[src/rtl/uart_fifo_port.sv]
// Port-mapped UART front end: TX/RX FIFOs, status/control registers, RX error capture and a maskable interrupt.
// Optional TX->RX loopback path is built only when UART_PORT_LOOPBACK_EN is defined.

module uart_fifo_port_fifo #(
    parameter int DEPTH_LOG2 = 4
) (
    input  logic                  clk,
    input  logic                  rstsb,
    input  logic                  flush,
    input  logic                  push,
    input  logic                  pop,
    input  logic [7:0]            din,
    output logic [7:0]            dout,
    output logic [DEPTH_LOG2:0]   count,
    output logic                  empty,
    output logic                  full,
    output logic                  drop
);
    localparam int DEPTH = 1 << DEPTH_LOG2;
    localparam int PW    = DEPTH_LOG2;
    localparam int CW    = DEPTH_LOG2 + 1;

    logic [7:0]    mem [DEPTH];
    logic [PW-1:0] wr_ptr;
    logic [PW-1:0] rd_ptr;
    logic          pop_ok;
    logic          push_ok;

    assign empty   = (count == '0);
    assign full    = (count == CW'(DEPTH));
    assign pop_ok  = pop & ~empty & ~flush;
    // A pop in the same cycle frees a slot, so a push into a full FIFO still lands.
    assign push_ok = push & ~flush & (~full | pop_ok);
    assign drop    = push & ~flush & ~push_ok;
    assign dout    = mem[rd_ptr];

    always_ff @(posedge clk) begin
        if (push_ok) begin
            mem[wr_ptr] <= din;
        end
    end

    always_ff @(posedge clk or negedge rstsb) begin
        if (!rstsb) begin
            wr_ptr <= '0;
            rd_ptr <= '0;
            count  <= '0;
        end else if (flush) begin
            wr_ptr <= '0;
            rd_ptr <= '0;
            count  <= '0;
        end else begin
            if (push_ok) begin
                wr_ptr <= wr_ptr + PW'(1);
            end
            if (pop_ok) begin
                rd_ptr <= rd_ptr + PW'(1);
            end
            case ({push_ok, pop_ok})
                2'b10:   count <= count + CW'(1);
                2'b01:   count <= count - CW'(1);
                default: count <= count;
            endcase
        end
    end
endmodule

// state    | meaning
// TX_IDLE  | waiting for data in TX FIFO and tx_rdy
// TX_LOAD  | tx_ld pulse, head byte handed to transmit_engine
// TX_WAIT  | waiting for tx_rdy to drop and return
// RX_IDLE  | waiting for rx_rdy
// RX_ACK   | byte pushed, error flags captured, rx_ack pulsed
// RX_HOLD  | waiting for rx_rdy to drop
module uart_fifo_port #(
    parameter logic [7:0] BASE_ADDR  = 8'h00,
    parameter int         DEPTH_LOG2 = 4
) (
    input  logic       clk,
    input  logic       rstsb,
    input  logic [7:0] port_id,
    input  logic       write_strobe,
    input  logic       read_strobe,
    input  logic [7:0] out_port,
    output logic [7:0] in_port,
    output logic       interrupt,
    input  logic       interrupt_ack,
    output logic       tx_ld,
    output logic [7:0] tx_data,
    input  logic       tx_rdy,
    input  logic       rx_rdy,
    input  logic [7:0] rx_data,
    input  logic       rx_perr,
    input  logic       rx_ferr,
    output logic       rx_ack
);
    typedef enum logic [1:0] {TX_IDLE, TX_LOAD, TX_WAIT} tx_state_t;
    typedef enum logic [1:0] {RX_IDLE, RX_ACK, RX_HOLD} rx_state_t;

`ifdef UART_PORT_LOOPBACK_EN
    localparam logic [3:0] CTRL_MASK = 4'hF;
`else
    localparam logic [3:0] CTRL_MASK = 4'h7;
`endif

    tx_state_t tx_state;
    rx_state_t rx_state;

    logic [7:0]          offset;
    logic                in_win;
    logic                wr_tx;
    logic                wr_ctrl;
    logic                rd_rx;
    logic                flush_rx;
    logic                flush_tx;
    logic                clr_err;

    logic [3:0]          ctrl_q;
    logic                rx_ovf;
    logic                tx_ovf;
    logic                perr;
    logic                ferr;
    logic                irq_pend;
    logic                cond_q;
    logic                irq_cond;
    logic                tx_seen_busy;

    logic [7:0]          tx_head;
    logic [DEPTH_LOG2:0] tx_count;
    logic                tx_fifo_empty;
    logic                tx_fifo_full;
    logic                tx_drop;
    logic                tx_pop;
    logic                tx_start;
    logic                tx_empty;

    logic [7:0]          rx_head;
    logic [7:0]          rx_din;
    logic [DEPTH_LOG2:0] rx_count;
    logic                rx_fifo_empty;
    logic                rx_fifo_full;
    logic                rx_drop;
    logic                rx_push;

    logic                lb_on;
    logic                lb_move;
    logic [7:0]          status;

    // Subtraction wraps, so a window that straddles 8'hFF still decodes correctly.
    assign offset   = port_id - BASE_ADDR;
    assign in_win   = (offset < 8'd5);
    assign wr_tx    = write_strobe & in_win & (offset == 8'd1);
    assign wr_ctrl  = write_strobe & in_win & (offset == 8'd2);
    assign rd_rx    = read_strobe  & in_win & (offset == 8'd1);
    assign flush_rx = wr_ctrl & out_port[4];
    assign flush_tx = wr_ctrl & out_port[5];
    assign clr_err  = wr_ctrl & out_port[6];

`ifdef UART_PORT_LOOPBACK_EN
    assign lb_on   = ctrl_q[3];
    assign lb_move = lb_on & ~tx_fifo_empty & ~rx_fifo_full & (rx_state == RX_IDLE)
                     & ~flush_tx & ~flush_rx;
    assign rx_din  = lb_move ? tx_head : rx_data;
`else
    assign lb_on   = 1'b0;
    assign lb_move = 1'b0;
    assign rx_din  = rx_data;
`endif

    assign tx_start = (tx_state == TX_IDLE) & ~tx_fifo_empty & tx_rdy & ~flush_tx & ~lb_on;
    assign tx_pop   = tx_start | lb_move;
    assign rx_push  = (rx_state == RX_ACK) | lb_move;
    assign tx_empty = tx_fifo_empty & (tx_state == TX_IDLE) & tx_rdy;

    uart_fifo_port_fifo #(.DEPTH_LOG2(DEPTH_LOG2)) u_tx_fifo (
        .clk   (clk),
        .rstsb (rstsb),
        .flush (flush_tx),
        .push  (wr_tx),
        .pop   (tx_pop),
        .din   (out_port),
        .dout  (tx_head),
        .count (tx_count),
        .empty (tx_fifo_empty),
        .full  (tx_fifo_full),
        .drop  (tx_drop)
    );

    uart_fifo_port_fifo #(.DEPTH_LOG2(DEPTH_LOG2)) u_rx_fifo (
        .clk   (clk),
        .rstsb (rstsb),
        .flush (flush_rx),
        .push  (rx_push),
        .pop   (rd_rx),
        .din   (rx_din),
        .dout  (rx_head),
        .count (rx_count),
        .empty (rx_fifo_empty),
        .full  (rx_fifo_full),
        .drop  (rx_drop)
    );

    assign irq_cond = (~rx_fifo_empty & ctrl_q[0])
                    | (tx_empty & ctrl_q[1])
                    | ((rx_ovf | perr | ferr) & ctrl_q[2]);
    assign interrupt = irq_pend;

    assign status = {irq_pend, ferr, perr, rx_ovf, rx_fifo_full, tx_empty,
                     ~tx_fifo_full, ~rx_fifo_empty};

    always_comb begin
        in_port = 8'h00;
        if (in_win) begin
            case (offset)
                8'd0:    in_port = status;
                8'd1:    in_port = rx_fifo_empty ? 8'h00 : rx_head;
                8'd2:    in_port = {tx_ovf, 3'b000, ctrl_q};
                8'd3:    in_port = 8'(rx_count);
                8'd4:    in_port = 8'(tx_count);
                default: in_port = 8'h00;
            endcase
        end
    end

    // A new event in the same cycle as clr_err stays recorded.
    always_ff @(posedge clk or negedge rstsb) begin
        if (!rstsb) begin
            ctrl_q   <= 4'h0;
            rx_ovf   <= 1'b0;
            tx_ovf   <= 1'b0;
            perr     <= 1'b0;
            ferr     <= 1'b0;
            cond_q   <= 1'b0;
            irq_pend <= 1'b0;
        end else begin
            if (wr_ctrl) begin
                ctrl_q <= out_port[3:0] & CTRL_MASK;
            end
            rx_ovf <= (rx_ovf & ~clr_err) | rx_drop;
            tx_ovf <= (tx_ovf & ~clr_err) | tx_drop;
            perr   <= (perr & ~clr_err) | ((rx_state == RX_ACK) & rx_perr);
            ferr   <= (ferr & ~clr_err) | ((rx_state == RX_ACK) & rx_ferr);
            cond_q <= irq_cond;
            if (irq_cond & ~cond_q) begin
                irq_pend <= 1'b1;
            end else if (interrupt_ack) begin
                irq_pend <= 1'b0;
            end
        end
    end

    always_ff @(posedge clk or negedge rstsb) begin
        if (!rstsb) begin
            tx_state     <= TX_IDLE;
            tx_ld        <= 1'b0;
            tx_data      <= 8'h00;
            tx_seen_busy <= 1'b0;
        end else begin
            tx_ld <= 1'b0;
            case (tx_state)
                TX_IDLE: begin
                    if (tx_start) begin
                        tx_state <= TX_LOAD;
                        tx_ld    <= 1'b1;
                        tx_data  <= tx_head;
                    end
                end
                TX_LOAD: begin
                    tx_state     <= TX_WAIT;
                    tx_seen_busy <= ~tx_rdy;
                end
                TX_WAIT: begin
                    if (!tx_rdy) begin
                        tx_seen_busy <= 1'b1;
                    end else if (tx_seen_busy) begin
                        tx_state     <= TX_IDLE;
                        tx_seen_busy <= 1'b0;
                    end
                end
                default: tx_state <= TX_IDLE;
            endcase
        end
    end

    always_ff @(posedge clk or negedge rstsb) begin
        if (!rstsb) begin
            rx_state <= RX_IDLE;
            rx_ack   <= 1'b0;
        end else begin
            rx_ack <= 1'b0;
            case (rx_state)
                RX_IDLE: begin
                    if (rx_rdy && !lb_on) begin
                        rx_state <= RX_ACK;
                        rx_ack   <= 1'b1;
                    end
                end
                RX_ACK:  rx_state <= RX_HOLD;
                RX_HOLD: begin
                    if (!rx_rdy) begin
                        rx_state <= RX_IDLE;
                    end
                end
                default: rx_state <= RX_IDLE;
            endcase
        end
    end
endmodule

[config.mk]
export PLATFORM = sky130hd
export DESIGN_NAME = uart_fifo_port
export DESIGN_NICKNAME = d
export VERILOG_FILES = /design/src/rtl/uart_fifo_port.sv
export SDC_FILE = /design/constraint.sdc
export NUM_CORES = 1
export LEC_CHECK = 0
export ABC_AREA = 1
export BUFFER_PORTS_ARGS = -buffer_cell sky130_fd_sc_hd__buf_2
export CORE_UTILIZATION = 56
export DETAILED_ROUTE_END_ITERATION = 8
export PLACE_DENSITY = 0.77
export SLEW_MARGIN = 25
export SYNTH_ARGS = -nofsm -noshare
export SYNTH_HDL_FRONTEND = slang
export SYNTH_SLANG_ARGS = --single-unit
[constraint.sdc]
create_clock -name clk -period 2.1 [get_ports clk]
set_input_delay 0.525 -clock clk [delete_from_list [all_inputs] [get_ports clk]]
set_output_delay 0.525 -clock clk [all_outputs]
set_load 0.005 [all_outputs]
==> results by group <==
Run status
  – Status: complete, but fails checks
  – Failing checks: setup timing

Synthesis
  – Post-synth EDFFs: 256
  – Synth warnings: 0
  – Compound-Gate Fraction of Synth Area: 11.1%
  – Syn Area/Cell: 11.4 sq um
  – Dominant synthesized flop cell: edfxtp_1
  – Mapped Cells: 1,158
  – Syn_nets: 1,213
  – Synth Area in Simple Gates: between 10 and 15%
  – Largest family of logic cells by synthesized area: simple AND/OR/NAND/NOR gates
  – Xor and xnor area share after synthesis: 0.332%
  – FFs w/ async S/R, synth: 16.3%
  – Synth Area in Adders: approximately 2.2%
  – Mapped Area: 13,200 sq um
  – Mux cell area share after synthesis: 0.256%
  – Sequential share of the synthesized area: 67.7%
  – Yosys reg bits: 306
  – Synth cell types: 45

Timing
  – Clock skew: 13.4 ps
  – Minimum clock period: 2790 ps
  – Worst slew pin tran: 488 ps
  – Setup Viol. Count Final: 99
  – Final hold vios: 0
  – Final WS setup: -686 ps
  – RSZ-0062 raised after global routing: yes
  – Final Max Slew Viols: 0
  – Hold Slack: between 150 and 200 ps
  – Max Freq: 0.359 GHz
  – Final worst-path cycle share: 133%
  – Max_slew headroom: 67.3%

Job
  – Max-cap check violation count: 0

Drt
  – Antenna Nets Post-Route: 0
  – Initial drt markers: ~1,000
  – DRC: 0
  – Post-Route WL: 33.7 mm
  – Mean routed wirelength per cell: 20.3 microns
  – Pre-antenna DRT Iters: 5
  – Vias/cell: 5.92
  – Vias post-DR: 9,840

Setup path
  – Crit-path max FO: 8
  – Crit path kind: flip-flop to primary output
  – Critical Path RT: 1570 ps
  – Worst Setup End Kind: primary output
  – CP max stage delay: 470 ps
  – Crit-path cells: buf_12, buf_16, o21ai_0, o221ai_2, o21ai_1, nand2_1, nand3_2, nand2_2, buf_2
  – CP max stage cell: dfrtp_2
  – Arrival @ worst endpoint: between 2000 and 2500 ps
  – Worst setup SP type: flip-flop

Floorplan
  – Core Rows: 55
  – Initial cell density of the core: 57.8%
  – Die X: 156 microns
  – Total core area: around 23,000 sq um
  – Die area: approximately 24,000 sq um
  – Die Span Y: approximately 160 microns
  – IO Pins: 52

Final layout
  – NumNets Final: about 1,400
  – Register Area: 8940 sq um
  – Commonest non-fill, non-tap cells in the layout: edfxtp_1, nand2_1, nor2_1
  – Area of the multi-input gates: ~4400 sq um
  – Diode count: 0
  – Commonest non-fill, non-tap cell in the layout: edfxtp_1
  – Area Growth Syn to Fin: 26.5%
  – Ratio of cells with drive above 1 in the final layout: 29.3%
  – Fill cells: 1,440
  – Final Core Density: 73.1%

CTS
  – Clock tree sinks: 306
  – Clock buffer count from CTS: 30
  – CTS tree: done
  – H-tree depth: 1
  – Reg clk slew, reported paths: 60 ps
  – Clock latency on the worst-skew pair: 560 ps
  – Largest buffer count on any clock path: 3
  – Root buffer cell: clkbuf_16

Power and ir drop
  – Leak pwr: about 6.4 nW
  – Pwr dens: 1040 nW/um^2
  – Peak supply drop: about 0.74 mV
  – Total power: 17.4 mW

Global routing
  – Vias in the first global route: 9,718
  – Initial antenna violation count: 0
  – First-pass GRT wire length: 51.9 mm
  – Largest net degree at the start of global routing: 51
  – Overall Global Routing Usage: 28.1%
  – Total gr overflow: 0

Worst hold path
  – Hold Crit Class: input port to flip-flop

Placement
  – Setup WS pre-CTS: -470 ps
  – DP HPWL: about 20 mm
  – Placer congestion estimate: 0.885
  – PortBufs: 51
[area by class of cell]
type / count / area share (%)
clock buffer: 41 / 4.87
clock inverter: 13 / 0.494
inverter: 77 / 1.91
multi-input combinational: 721 / 26.4
sequential: 306 / 53.5
tap: 313 / 2.34
timing repair buffer: 190 / 10.4
[cell usage after synthesis, types with 2 or more instances]
cell	count	share of area, %
edfxtp_1	256	58
nand2_1	173	4.9
nor2_1	163	4.6
o21ai_0	128	4.9
inv_1	68	1.9
nand3_1	59	2.2
dfrtp_1	50	9.5
clkbuf_1	44	1.3
o22ai_1	43	2.0
a21oi_1	23	0.87
ha_1	20	1.9
o221ai_1	18	1.2
o211ai_1	14	0.80
o21ai_1	12	0.45
nand4_1	10	0.47
nand2_2	9	0.43
buf_2	8	0.30
inv_2	6	0.17
xor2_1	5	0.33
nand2_4	4	0.34
nor2_2	4	0.19
nor2_4	4	0.34
or2_2	4	0.19
a211oi_1	3	0.17
mux2_2	3	0.26
nand3_2	3	0.23
clkinv_2	2	0.076
fa_1	2	0.30
nand3b_1	2	0.11
o21ai_2	2	0.13
o31ai_1	2	0.11
[cells by family (layout without fill, tap and decap cells)]
group / after synthesis / after routing
and+or+nand+nor: 440 / 440
DFF: 306 / 306
AOI/OAI and AO/OA: 251 / 251
buffers and inverters: 131 / 321
adders and majority gates: 22 / 22
xor gates and xnor gates: 5 / 5
muxes: 3 / 3
[path summary, 6_finish.rpt]
path	startpoint	end	slack, ps	depth (start not counted)
min	interrupt_ack	interrupt$_DFFE_PN0P_	160	2
min reg2reg	tx_data[0]$_DFFE_PN0P_	tx_data[0]$_DFFE_PN0P_	480	2
min in group asynchronous	rstsb	rx_state[1]$_DFFE_PN0P_	480	3
max in group asynchronous	rstsb	u_rx_fifo.rd_ptr[0]$_DFFE_PN0P_	1360	3
max	u_rx_fifo.rd_ptr[0]$_DFFE_PN0P_	in_port[2]	-690	9
max reg2reg	u_rx_fifo.count[2]$_DFFE_PN0P_	u_rx_fifo.count[3]$_DFFE_PN0P_	-320	19
[stage by stage]
stage	TNS (ps)	std cells	area, sq um
floorplan	-7300	1158	13500
global placement	-57270	1586	15100
detailed placement	-70260	1586	15100
CTS	-5640	1656	16500
global route	-22990	1661	16700
finish	-7590	1661	16700
[what timing repair did]
item                                    in CTS  in global routing
gates resized for setup                     83                 60
setup buffers                               12                 10
pin swaps                                   32                 33
cloned                                       4                  0
hold endpoints to repair                    50                  0
endpoints found under the setup margin      43                269
hold buffers                                 1                  0
[flip-flops by register name, indices dropped and copies added, names as in the netlist, 2 cells and up]
name	cells
ctrl_q	3
rx_state	2
tx_data	8
tx_state	2
u_rx_fifo.count	5
u_rx_fifo.mem	128
u_rx_fifo.rd_ptr	4
u_rx_fifo.wr_ptr	4
u_tx_fifo.count	5
u_tx_fifo.mem	128
u_tx_fifo.rd_ptr	4
u_tx_fifo.wr_ptr	4
[layer usage]
layer / share of wire, % / up-vias / global-route usage, %
li1: - / 4462 / -
met1: 38 / 4764 / 37.0
met2: 50 / 529 / 48.4
met3: 9.0 / 85 / 4.06
met4: 2.9 / 0 / 8.73
met5: 0 / - / 0
[worst max-delay path: cells and delay by family, from the launching register on]
kind,cells,cell delay (ps)
buf+inv,3,420
compound gates,3,540
simple gates,3,250
flops,1,470
[power by group]
| group | switching, mW | internal, mW | total (mW) |
|---|---|---|---|
| logic | 3.21 | 1.85 | 5.07 |
| clock network | 2.18 | 2.81 | 4.98 |
| registers | 0.293 | 7.01 | 7.30 |
No activity file was read; power rests on OpenSTA's default activity.
